File: config.mk
export PLATFORM = sky130hd
export DESIGN_NAME = rr_decode_arbiter
export DESIGN_NICKNAME = d
export VERILOG_FILES = /design/src/rtl/rr_decode_arbiter.sv
export SDC_FILE = /design/constraint.sdc
export NUM_CORES = 1
export LEC_CHECK = 0
export CAP_MARGIN = 20
export CORE_UTILIZATION = 53
export DETAILED_ROUTE_END_ITERATION = 16
export PLACE_DENSITY = 0.78
export SKIP_LAST_GASP = 1
export SLEW_MARGIN = 10
export SYNTH_ARGS = -nofsm -noshare
export SYNTH_HDL_FRONTEND = slang
export SYNTH_SLANG_ARGS = --single-unit
File: constraint.sdc
create_clock -name clk -period 3.5 [get_ports clk]
set_input_delay 0.875 -clock clk [delete_from_list [all_inputs] [get_ports clk]]
set_output_delay 0.875 -clock clk [all_outputs]
set_load 0.03 [all_outputs]
File: src/rtl/rr_decode_arbiter.sv
// Round-robin arbiter for four requesters sharing one 2-to-4 decoded resource.
// Registered select/one-hot grant, hold timeout, and a mandatory idle cycle between owners.
module rr_decode_arbiter #(
   parameter int unsigned MAX_HOLD = 15
) (
   input  logic       clk,
   input  logic       rst,
   input  logic [3:0] req,
   input  logic       done,
   output logic       grant_valid,
   output logic       sel1,
   output logic       sel0,
   output logic [3:0] grant_oh,
   output logic       timeout
);

   typedef enum logic {StIdle, StGrant} state_t;

   state_t     state_q, state_d;
   logic [1:0] ptr_q, ptr_d;
   logic [7:0] cnt_q, cnt_d;
   logic [1:0] sel_q, sel_d;
   logic [3:0] oh_q, oh_d;
   logic       gv_q, gv_d;
   logic       to_q, to_d;

   logic       pick_found;
   logic [1:0] pick_idx;
   logic [1:0] cand;

   // Search ptr+1, ptr+2, ptr+3, ptr; the last granted index gets lowest priority.
   always_comb begin
      pick_found = 1'b0;
      pick_idx   = 2'd0;
      cand       = 2'd0;
      for (int k = 1; k <= 4; k++) begin
         cand = ptr_q + 2'(k);
         if (!pick_found && req[cand]) begin
            pick_found = 1'b1;
            pick_idx   = cand;
         end
      end
   end

   always_comb begin
      state_d = state_q;
      ptr_d   = ptr_q;
      cnt_d   = cnt_q;
      sel_d   = sel_q;
      oh_d    = oh_q;
      gv_d    = gv_q;
      to_d    = 1'b0;
      unique case (state_q)
         StIdle: begin
            if (pick_found) begin
               sel_d   = pick_idx;
               oh_d    = 4'b0001 << pick_idx;
               gv_d    = 1'b1;
               cnt_d   = 8'd0;
               state_d = StGrant;
            end
         end
         StGrant: begin
            if (done || !req[sel_q] || (cnt_q == 8'(MAX_HOLD - 1))) begin
               // done has priority, so a simultaneous timeout condition is a normal release
               to_d    = !done && req[sel_q];
               gv_d    = 1'b0;
               oh_d    = 4'b0000;
               ptr_d   = sel_q;
               state_d = StIdle;
            end else begin
               cnt_d = cnt_q + 8'd1;
            end
         end
         default: state_d = StIdle;
      endcase
   end

   always_ff @(posedge clk) begin
      if (rst) begin
         state_q <= StIdle;
         ptr_q   <= 2'd3;
         cnt_q   <= 8'd0;
         sel_q   <= 2'd0;
         oh_q    <= 4'b0000;
         gv_q    <= 1'b0;
         to_q    <= 1'b0;
      end else begin
         state_q <= state_d;
         ptr_q   <= ptr_d;
         cnt_q   <= cnt_d;
         sel_q   <= sel_d;
         oh_q    <= oh_d;
         gv_q    <= gv_d;
         to_q    <= to_d;
      end
   end

   assign grant_valid = gv_q;
   assign sel1        = sel_q[1];
   assign sel0        = sel_q[0];
   assign grant_oh    = oh_q;
   assign timeout     = to_q;

endmodule

==> out/summary.md, run 1 <==
The first detailed-routing pass took 4 iterations. For this design the static power due to leakage is 0.000446 uW. Timing would allow up to 413 MHz. For this run, the total global-route usage over all layers was measured as 25.0%.

The detail route stage leaves a number of antenna-violating nets equal to 0. The number of nets produced by synthesis is 126, and the number of antenna cells inserted is 0. The initial antenna violation count came out at 0. The category of the worst setup path launch point was a primary input. The tools report the count of nets after finishing as 143. Placeable core region: 1780 sq um. Kind of end point of the critical path: a register.

The via count of the first global-routing pass was 851; the post-CTS clock slew at the launch and capture registers of the worst setup and hold paths was 120 ps. The maximum vdd drop was 0.320 mV; the vias after detailed routing was 972. Summing internal, switching and leakage power gives 472 uW. The startpoint identified for the worst register-to-register timing path is cnt_q[0]$_SDFFE_PP0P_. The worst slew margin relative to its limit is 57.7%, and the post-synthesis instance total is 117.

For the worst setup path, the data required time is 3680 ps. The library cell used most frequently in the layout, excluding fill and tap cells, is dfxtp_1. The floorplan step set the die width to 46.2 um. The number of buffer and inverter instances along the worst setup path is 1. The area added between synthesis and finish works out to 16.9%. The DRC violation total after the first TritonRoute iteration is 40, and the final period utilization is 69.3%. Hold repair after CTS inserted 0 buffers. Setup repair after global routing left no endpoint under its margin. The die is 46.2 um tall. The data arrival time of the critical path was 2610 ps.

The routed wire length per instance is 14.6 um, and the synthesized area per cell is 8.83 sq um. The sequential-to-total area share from yosys stat was 36.8%. The HPWL after detailed placement is 1720 um.

The run finished with clean final reports. The number of top-level pins is 15. Entering global routing, the biggest net connects 16 pins. TritonCTS built the clock tree. Number of max-cap violations: 0.

Category of cells accounting for the largest share of critical-path delay: compound AO/OA/AOI/OAI gates. The highest-delay cell along the critical path is clkdlybuf4s50_1. Initial core utilization: 58.0%.

The run gives 1 as the number of H-tree levels. The die covers 2130 sq um. The clock skew is 11.3 ps, and the depth of the worst register-to-register path is 5.

Share of cells above drive strength 1: 9.02%. The mapped netlist covers 1030 sq um. The critical path in this run is classified as in2reg.

Global-route wire length before repair: 3820 um. Type of the tightest min-delay check: reg2reg. The last weighted congestion value of the routability-driven placer came out at 0.898.

The site row count came out at 15. The total count of max-transition violations in the final report is 0, and the number of buffers added on ports is 14. Count of distinct cell types in the synthesized netlist: 39. Traced cell by cell, the critical path runs through clkdlybuf4s50_1 > mux2i_1 > o22ai_1 > nand2_1 > o41ai_1. The tools report the number of hold-slack violations in the final timing report as 0. The internal reg-to-reg setup slack came out at 1540 ps. The logic depth of the worst setup path including buffers was 5; the transition time at the pin with the least slew margin was 631 ps. Counting along the longest clock path gives a buffer depth of 2. Counting I/O delays and the setup requirement, the final critical path takes 2420 ps. The clock buffer count from CTS is 3.

The count of endpoints failing setup in the final report was 0. Number of warnings issued by yosys: 0. Power spread over the standard cell area amounts to 390 nW/um^2. In this run the worst path has a maximum fanout of 7. The top cell types in the final layout, fill and taps aside, are dfxtp_1, clkdlybuf4s50_1, nand2b_1, a21oi_1, nand2_1. The TritonCTS sink count is 19. The critical path starts at req[1]. The endpoint of the worst setup timing path is cnt_q[3]$_SDFFE_PP0P_. Post-CTS setup repair buffer count: 0.

After detailed routing, the number of vias per cell comes to 6.15. In this run the clock root is driven by a clkbuf_4. Summed over all failing endpoints, the final setup total negative slack is 0 ps.

After synthesis the netlist holds a flip-flop and latch count of 19. The final layout contains routed wiring with a total length of 2310 um. The number of resized instances in the post-cts repair step was 0. For this run the aggregate overflow at the end of global routing stands at 0. The delay of the slowest critical-path stage works out to 560 ps. In this run the critical register-to-register path is captured at cnt_q[3]$_SDFFE_PP0P_.

The number of remaining DRC errors came out at 0. The run gives 300 ps as the clock latency on the worst-skew pair.
## cell families after synthesis
kind of cell | count (synthesis) | synth area share [%]
compound gates | 34 | 23.4
flops | 19 | 36.8
simple gates | 49 | 26.5
buf+inv | 6 | 4.12
mux | 7 | 6.78
fa+ha+maj | 2 | 2.42
## metal layers
metal  wire length (um)  vias up  global-route usage (%)  part of all wire (%)
met5                  0        -                       0                     0
met4                 21        0                    6.47                  0.91
li1                   -      478                       -                     -
met3                171        2                    6.27                   7.4
met2               1030       47                    37.5                    44
met1               1090      445                    35.4                    47
## flip-flops by register name, summed over array words and instances (netlist names)
register / cells
cnt_q: 8
grant_oh: 4
ptr_q: 2
sel_q: 2
grant_valid: 1
state_q: 1
timeout: 1
## tightest hold or removal path, delay by kind of cell, from the launching register on
family,cells,cell delay (ps)
DFF,1,330
and+or+nand+nor,1,50
AOI/OAI and AO/OA,1,50
## per-stage QoR
step / hold slack (ps) / util (%) / area (sq um) / cells / setup slack [ps]
2_1_floorplan: 456 / - / 1030 / 117 / 1450
3_3_place_gp: 453 / 66.2 / 1180 / 154 / 884
3_5_place_dp: 459 / 66.2 / 1180 / 154 / 782
4_1_cts: 475 / 67.8 / 1210 / 158 / 1100
5_1_grt: 503 / 67.8 / 1210 / 158 / 946
6_report: 469 / 67.8 / 1210 / 158 / 1080
## synth_stat cells, drive strengths merged
cell type | n | area share (%)
or3 | 3 | 1.9
o211ai | 4 | 2.9
buf | 2 | 2.2
o211a | 1 | 0.97
a21oi | 8 | 3.9
o32ai | 2 | 1.7
o31ai | 2 | 1.5
and2 | 1 | 0.73
inv | 3 | 1.1
dfxtp | 19 | 37
nand4 | 2 | 1.2
nor2 | 7 | 2.5
a31oi | 3 | 1.8
nand3 | 3 | 1.5
a32o | 2 | 1.9
o22ai | 1 | 0.61
ha | 2 | 2.4
nor4 | 3 | 1.8
nand2 | 9 | 3.5
nand2b | 8 | 4.8
mux2i | 7 | 6.8
o21ai | 3 | 1.5
o41ai | 1 | 0.85
o22a | 1 | 0.85
dlygate4sd1 | 1 | 0.85
o311ai | 1 | 0.85
nor2b | 1 | 0.61
and3b | 2 | 1.7
or4 | 1 | 1.1
nor3 | 3 | 1.5
o21a | 1 | 0.73
a31o | 2 | 1.7
and3 | 4 | 2.4
a311oi | 1 | 0.85
o31a | 1 | 0.85
or2 | 2 | 1.2
## final cells by class
| type | count | area [sq um] |
|---|---|---|
| clock buffers | 3 | 22.5 |
| flip-flops and latches | 19 | 380 |
| multi-input cells | 92 | 611 |
| inverters | 3 | 11.3 |
| fillers | 152 | 574 |
| clock inverters | 1 | 5.00 |
| repair buffers | 15 | 148 |
| well taps | 25 | 31.3 |
## worst min path at each step
stage / from / endpoint / slack (ps) / cells after the start
finish: grant_oh[2]$_SDFFE_PP0P_ / grant_oh[2]$_SDFFE_PP0P_ / 470 / 2
global route: grant_oh[3]$_SDFFE_PP0P_ / grant_oh[3]$_SDFFE_PP0P_ / 500 / 2
CTS: grant_oh[2]$_SDFFE_PP0P_ / grant_oh[2]$_SDFFE_PP0P_ / 480 / 2
detailed placement: grant_oh[2]$_SDFFE_PP0P_ / grant_oh[2]$_SDFFE_PP0P_ / 460 / 2
global placement: grant_oh[2]$_SDFFE_PP0P_ / grant_oh[2]$_SDFFE_PP0P_ / 450 / 2
floorplan: cnt_q[6]$_SDFFE_PP0P_ / cnt_q[6]$_SDFFE_PP0P_ / 460 / 2
## report_power, final
group | internal, uW | switching, uW | leakage, uW
registers | 230 | 12.9 | 0.000155
logic | 49.2 | 67.6 | 0.000273
clock network | 42.6 | 69.8 | 0.0000177
total | 321 | 150 | 0.000446
Power figures use the tool's default switching activity.
==> inputs of run 2 (changes only) <==
- CORE_UTILIZATION: 53 -> 52
- PLACE_DENSITY: 0.78 -> 0.77
- clock period: 3.5 -> 2.35 ns (I/O delays scaled with it)
==> run 2 against run 1 <==
Net effect: flip-flop and latch count did not move; largest cell class unchanged; critical endpoint is now grant_valid$_SDFFE_PP0P_; critical path type unchanged; hold slack lost 3.8 ps; die area is 1.8% higher; clock-buffer cell count grew 1; power increased by 52%; clock power increased by 46%; via count grew 2.0%.
==> out/summary.md, run 2 (synthesis gave the netlist of run 1 again) <==
Entering global routing, the biggest net connects 11 pins. The transition time at the pin with the least slew margin was 605 ps; the total count of max-transition violations in the final report was 0. The worst slew margin relative to its limit is 59.5%, and the area added between synthesis and finish is 22.6%.

The number of hold-slack violations in the final timing report is 0. Clock tree synthesis found a total of 19 sinks. The final total negative setup slack is 0 ps, and the highest clock frequency the design can meet is 486 MHz. The count of antenna-violating nets left after detailed routing was 0. The vias after detailed routing was 991; the final period utilization was 87.6%. The global-route wire length before repair was 3780 um; the count of nets after finishing was 151. The chip width came out at 46.6 um. For the final database, setup skew stands at 14.6 ps.

Once the clock tree was built, the resizer swapped 0 gates to a different size. The filler cells instantiated in the layout total 156. Cell area power density: 566 nW/um^2. The clock latency on the worst-skew pair is 300 ps.

The category of cells accounting for the largest share of critical-path delay is compound AO/OA/AOI/OAI gates. Detailed placement ended at an HPWL of 1720 um. Using the TritonRoute via totals, the vias-per-cell ratio works out to 5.97. The run gives 2 as the maximum number of buffers from clock root to sink.

The post-CTS clock slew at the launch and capture registers of the worst setup and hold paths was 90 ps. The category of the worst setup path launch point was a primary input. The count of endpoints failing setup in the final report was 0.

The number of remaining DRC errors is 0. The via count of the first global-routing pass is 851. The slowest stage of the critical path is the clkdlybuf4s50_1 cell. The number of max-cap violations was 0. The initial utilization of the core area, before any placement, comes to 57.4%.

The first routing iteration left 35 violations. Leaving out fill and tap cells, the most frequent cell in the layout is dfxtp_1. Summed over all layers, the routed wires come to 2270 um. The total congestion overflow is 0, and the placed cell count is 162. Register bank with the most flops: cnt_q. The type of the tightest min-delay check is reg2reg.

Summed over all cells, the static leakage comes to 0.000483 uW. The worst setup path is captured at a register. In the global route stage, overall resource usage came out at 24.0%. The root buffer cell is clkbuf_4. The critical path goes through clkdlybuf4s50_1 > mux2i_1 > o22a_1 > o21ai_0 > a31o_2.

The die height is 46.6 um, and the site row count is 15. The flip-flop count of the largest register, all copies and words added is 8. For the number of antenna cells inserted, the log shows 0.

The number of buffer and inverter instances along the worst setup path was 1. The flow ran to the end, and the final reports show no timing, DRC or antenna violations. The count of buffers added on input and output ports is 14.

The top cell types in the final layout, fill and taps aside, are dfxtp_1, clkdlybuf4s50_1, buf_4. The classification of the worst setup path was in2reg. The congestion estimate from routability-driven global placement came to 0.824.

At the worst endpoint, the required time is 2540 ps. The initial antenna violation count was 0; the delay of the slowest critical-path stage was 480 ps. TritonCTS built the clock tree. In the final routed layout, each cell accounts on average for 13.7 um. The tools report the clock buffer count from CTS as 3. Post-CTS timing repair inserted 0 buffers for setup. VDD sags by at most 0.336 mV. The floorplan step defined a core boundary enclosing 1800 sq um. In the final layout, the share of cells above drive strength 1 is 13.5%.

Setup repair after global routing left no endpoint under its margin. Pin placement for this block handled 15 I/O pins. Data on the critical path arrives at its endpoint at 2250 ps. The floorplan step defined a die boundary enclosing 2170 sq um. Before antenna repair, the detailed router went through 4 iterations.

The quantity of hold-fixing buffers added after cts came out at 0. For the count of placed standard cells in the final layout, fillers left out, the log shows 166. The number of H-tree levels was 1. The biggest fanout along the worst timing path is 10. The shortest clock period the worst path allows after layout was 2060 ps.
==> run 2: area by class of cell <==
class,count,area [sq um],share of cell area [%]
Clock buffer,4,26.3,2.07
Inverter,3,11.3,0.888
Multi-Input combinational cell,92,611,48.2
Sequential cell,19,380,30.0
Tap cell,25,31.3,2.47
Timing Repair Buffer,23,208,16.4
==> run 2: power breakdown <==
part           leakage, uW  internal [uW]  switching [uW]  total [uW]
sequential        0.000155            342            19.6         362
clock            0.0000150           66.1            97.0         163
combinational     0.000313           89.0             104         193
==> run 2: metrics by stage <==
step / util, % / area (sq um) / power, uW / setup slack, ps / hold slack [ps]
final: 70.3 / 1270 / 718 / 291 / 465
after global routing: 70.3 / 1270 / 755 / 229 / 496
after CTS: 70.3 / 1270 / 718 / 312 / 469
after detailed placement: 68.9 / 1240 / 559 / 47.1 / 455
after global placement: 68.9 / 1240 / 555 / 102 / 454
after floorplan: - / 1030 / 484 / 590 / 456
==> run 2: final timing paths <==
| kind | start | to | slack (ps) | cells after the start |
|---|---|---|---|---|
| worst max-delay path | req[1] | grant_valid$_SDFFE_PP0P_ | 290 | 5 |
| worst min-delay path | grant_oh[3]$_SDFFE_PP0P_ | grant_oh[3]$_SDFFE_PP0P_ | 470 | 2 |
| worst max register to register | sel_q[1]$_SDFFE_PP0P_ | grant_valid$_SDFFE_PP0P_ | 560 | 4 |
| worst min register to register | grant_oh[3]$_SDFFE_PP0P_ | grant_oh[3]$_SDFFE_PP0P_ | 470 | 2 |
==> run 2: layer usage <==
metal	up-vias	routed length [um]	track usage [%]
li1	494	-	-
met1	456	1100	36.1
met2	37	1000	34.2
met3	4	150	3.53
met4	0	23	7.65
met5	-	0	0
==> run 2: worst min-delay path: cells and delay by family, from the launching register on <==
family,cells,cell delay [ps]
AND/OR/NAND/NOR,1,50
flip-flops,1,320
AO/OA/AOI/OAI,1,50
==> inputs of run 3 (changes only) <==
- PLACE_DENSITY: 0.77 -> 0.84
==> run 3 against run 2 <==
Net effect: via count rose by 2.1%; setup slack got worse by 8.6 ps; cell area fell by 1.1%; largest power group unchanged; flip-flop and latch count did not move; non-clock buffer count fell by 2; final cell count fell by 1.2%.
==> out/summary.md, run 3 (synthesis gave the netlist of run 1 again) <==
The transition time at the pin with the least slew margin was 488 ps; the number of filler instances in the final layout was 164. The logs give 0 for the post-CTS setup repair buffer count and 380 sq um for the sequential standard cell area. The library cell used most frequently in the layout, excluding fill and tap cells, is dfxtp_1. The flow ran to the end, and the final reports show no timing, DRC or antenna violations. The first global-routing pass estimated 4090 um of wire.

For this configuration, the core starts out at a cell density of 57.4%. Between clock sinks in the finished design, the worst skew comes to 6.49 ps. Along the worst path, the maximum fanout reaches 10.

The power share of the sequential group was 49.8%. The clock buffer count from CTS was 3; the maximum vdd drop was 0.362 mV. Setup violations remaining at the end of the flow were counted as 0. Routability-driven placement finished with a final weighted congestion of 0.835.

In the layout the commonest cells are dfxtp_1, clkdlybuf4s50_1, nand2b_1, a21oi_1, nand2_1. The logs give 12 for the largest net degree at the start of global routing and 0 for the number of resized instances in the post-cts repair step. The run gives 0 as the total congestion overflow. Power spread over the standard cell area amounts to 577 nW/um^2. The worst setup path is launched from a primary input. The run gives 233 uW as the net switching power. The area of combinational cells with multiple inputs was 611 sq um.

The tool flagged a number of max-cap violations equal to 0. The overall power is 723 uW, and the die height is 46.6 um. Static timing analysis puts the maximum clock frequency at 484 MHz.

The number of H-tree levels came out at 1. The worst setup path is of the in2reg kind. Placed cell area: 1230 sq um. The tools report the relative contribution of the clock network to total power as 23.7%.

The count of TritonRoute iterations in the first routing pass is 4, and the average vias per placed instance is 6.17. The tools report the count of antenna-violating nets left after detailed routing as 0. TritonCTS built the clock tree.

Buffers inserted to repair hold after CTS numbered 0. The via count of the first global-routing pass was 961; the site row count was 15. In this run switching power makes up 32.3% of total power. Internal power comes to 490 uW. Compared with the post-synthesis result, the final layout area differs by 21.3%. The root buffer cell chosen for the clock tree is clkbuf_4. The final design instance area without fill came out at 1250 sq um. Post-CTS clock slew at the launch and capture registers of the worst setup and hold paths: 120 ps. Global routing consumed, over all layers together, 26.6% of the routing resources. The detailed router placed 1012 vias in this run.

For the worst setup path, the data required time is 2570 ps. For the finished layout, the period the worst path requires is 2070 ps. The tightest min-delay check is of the reg2reg type.

The TritonCTS sink count was 19. In this run the count of I/O pins placed on the die edge is 15. The maximum number of buffers from clock root to sink is 2.

The kind of end point of the critical path is a register. The final critical path takes up 88.0% of the cycle. Setup repair after global routing left no endpoint under its margin.

The HPWL after detailed placement is 1850 um. In this run the static leakage power is 0.000476 uW. Before CTS, the worst setup slack after placement is -4.42 ps. The number of remaining DRC errors was 0. The minimum setup slack in the final design is 283 ps, and the number of buffers added on ports is 14.

The clock latency on the worst-skew pair was 300 ps. The final-layout worst hold slack is 482 ps. The run gives 0 as the number of hold-slack violations in the final timing report. The number of antenna cells inserted came out at 0. In this run the horizontal extent of the chip is 46.6 um.

Initial antenna violation count: 0. The die covers 2170 sq um. The total count of max-transition violations in the final report was 0. The region available for standard cell placement spans 1800 sq um. For this block, the routed nets add up to 2420 um of wire. The DRC violation total after the first TritonRoute iteration came out at 31. The data arrival time of the critical path was 2290 ps. The register with the most flip-flops in the layout has 8 of them. Ranked by flip-flop count, first place goes to cnt_q. The share of cells above drive strength 1 was 12.9%. The worst pin sits at a relative slew slack of 67.1%.

The logic gate share of total power is 26.5%. The routed wire length per instance is 14.8 um, and the count of nets after finishing is 149.
[run 3: cell types whose count changed in the layout (fill, tap and decap cells not counted), sizes merged]
cell	before	now
buf	9	7
clkbuf	4	3
clkinv	0	1
[run 3: worst paths after layout]
path	startpoint	endpoint	slack [ps]	cells after the start
min reg2reg	grant_oh[2]$_SDFFE_PP0P_	grant_oh[2]$_SDFFE_PP0P_	480	2
max	req[3]	cnt_q[2]$_SDFFE_PP0P_	280	5
max reg2reg	sel_q[1]$_SDFFE_PP0P_	grant_valid$_SDFFE_PP0P_	590	4
min	grant_oh[2]$_SDFFE_PP0P_	grant_oh[2]$_SDFFE_PP0P_	480	2
[run 3: critical path, cell delays in order]
cell             delay, ps
clkdlybuf4s50_1        580
mux2i_1                140
o22a_1                 330
or3_1                  390
a311oi_1               260
[run 3: area by class of cell]
class / count / area share, %
Sequential cell: 19 / 30.3
Timing Repair Buffer: 21 / 15.4
Tap cell: 25 / 2.50
Clock buffer: 3 / 1.80
Clock inverter: 1 / 0.399
Inverter: 3 / 0.898
Multi-Input combinational cell: 92 / 48.7
[run 3: metal layers]
metal,up-vias,global-route usage (%),share of wire [%]
met5,-,0,0
met1,470,31.2,44
met2,45,46.4,48
li1,492,-,-
met3,5,3.53,5.9
met4,0,12.9,1.7
[run 3: power groups by stage]
stage	clock network [uW]	logic [uW]	registers, uW
after global routing	191	207	363
after global placement	0	182	367
after detailed placement	0	189	368
final	171	192	360
after floorplan	0	94.0	390
after CTS	176	190	360
[run 3: stage by stage]
step	utilization [%]	std cells	TNS, ps
final	69.6	164	0
after floorplan	-	117	0
after detailed placement	68.1	160	-4.42
after global placement	68.1	160	0
after CTS	69.6	164	0
after global routing	69.6	164	0
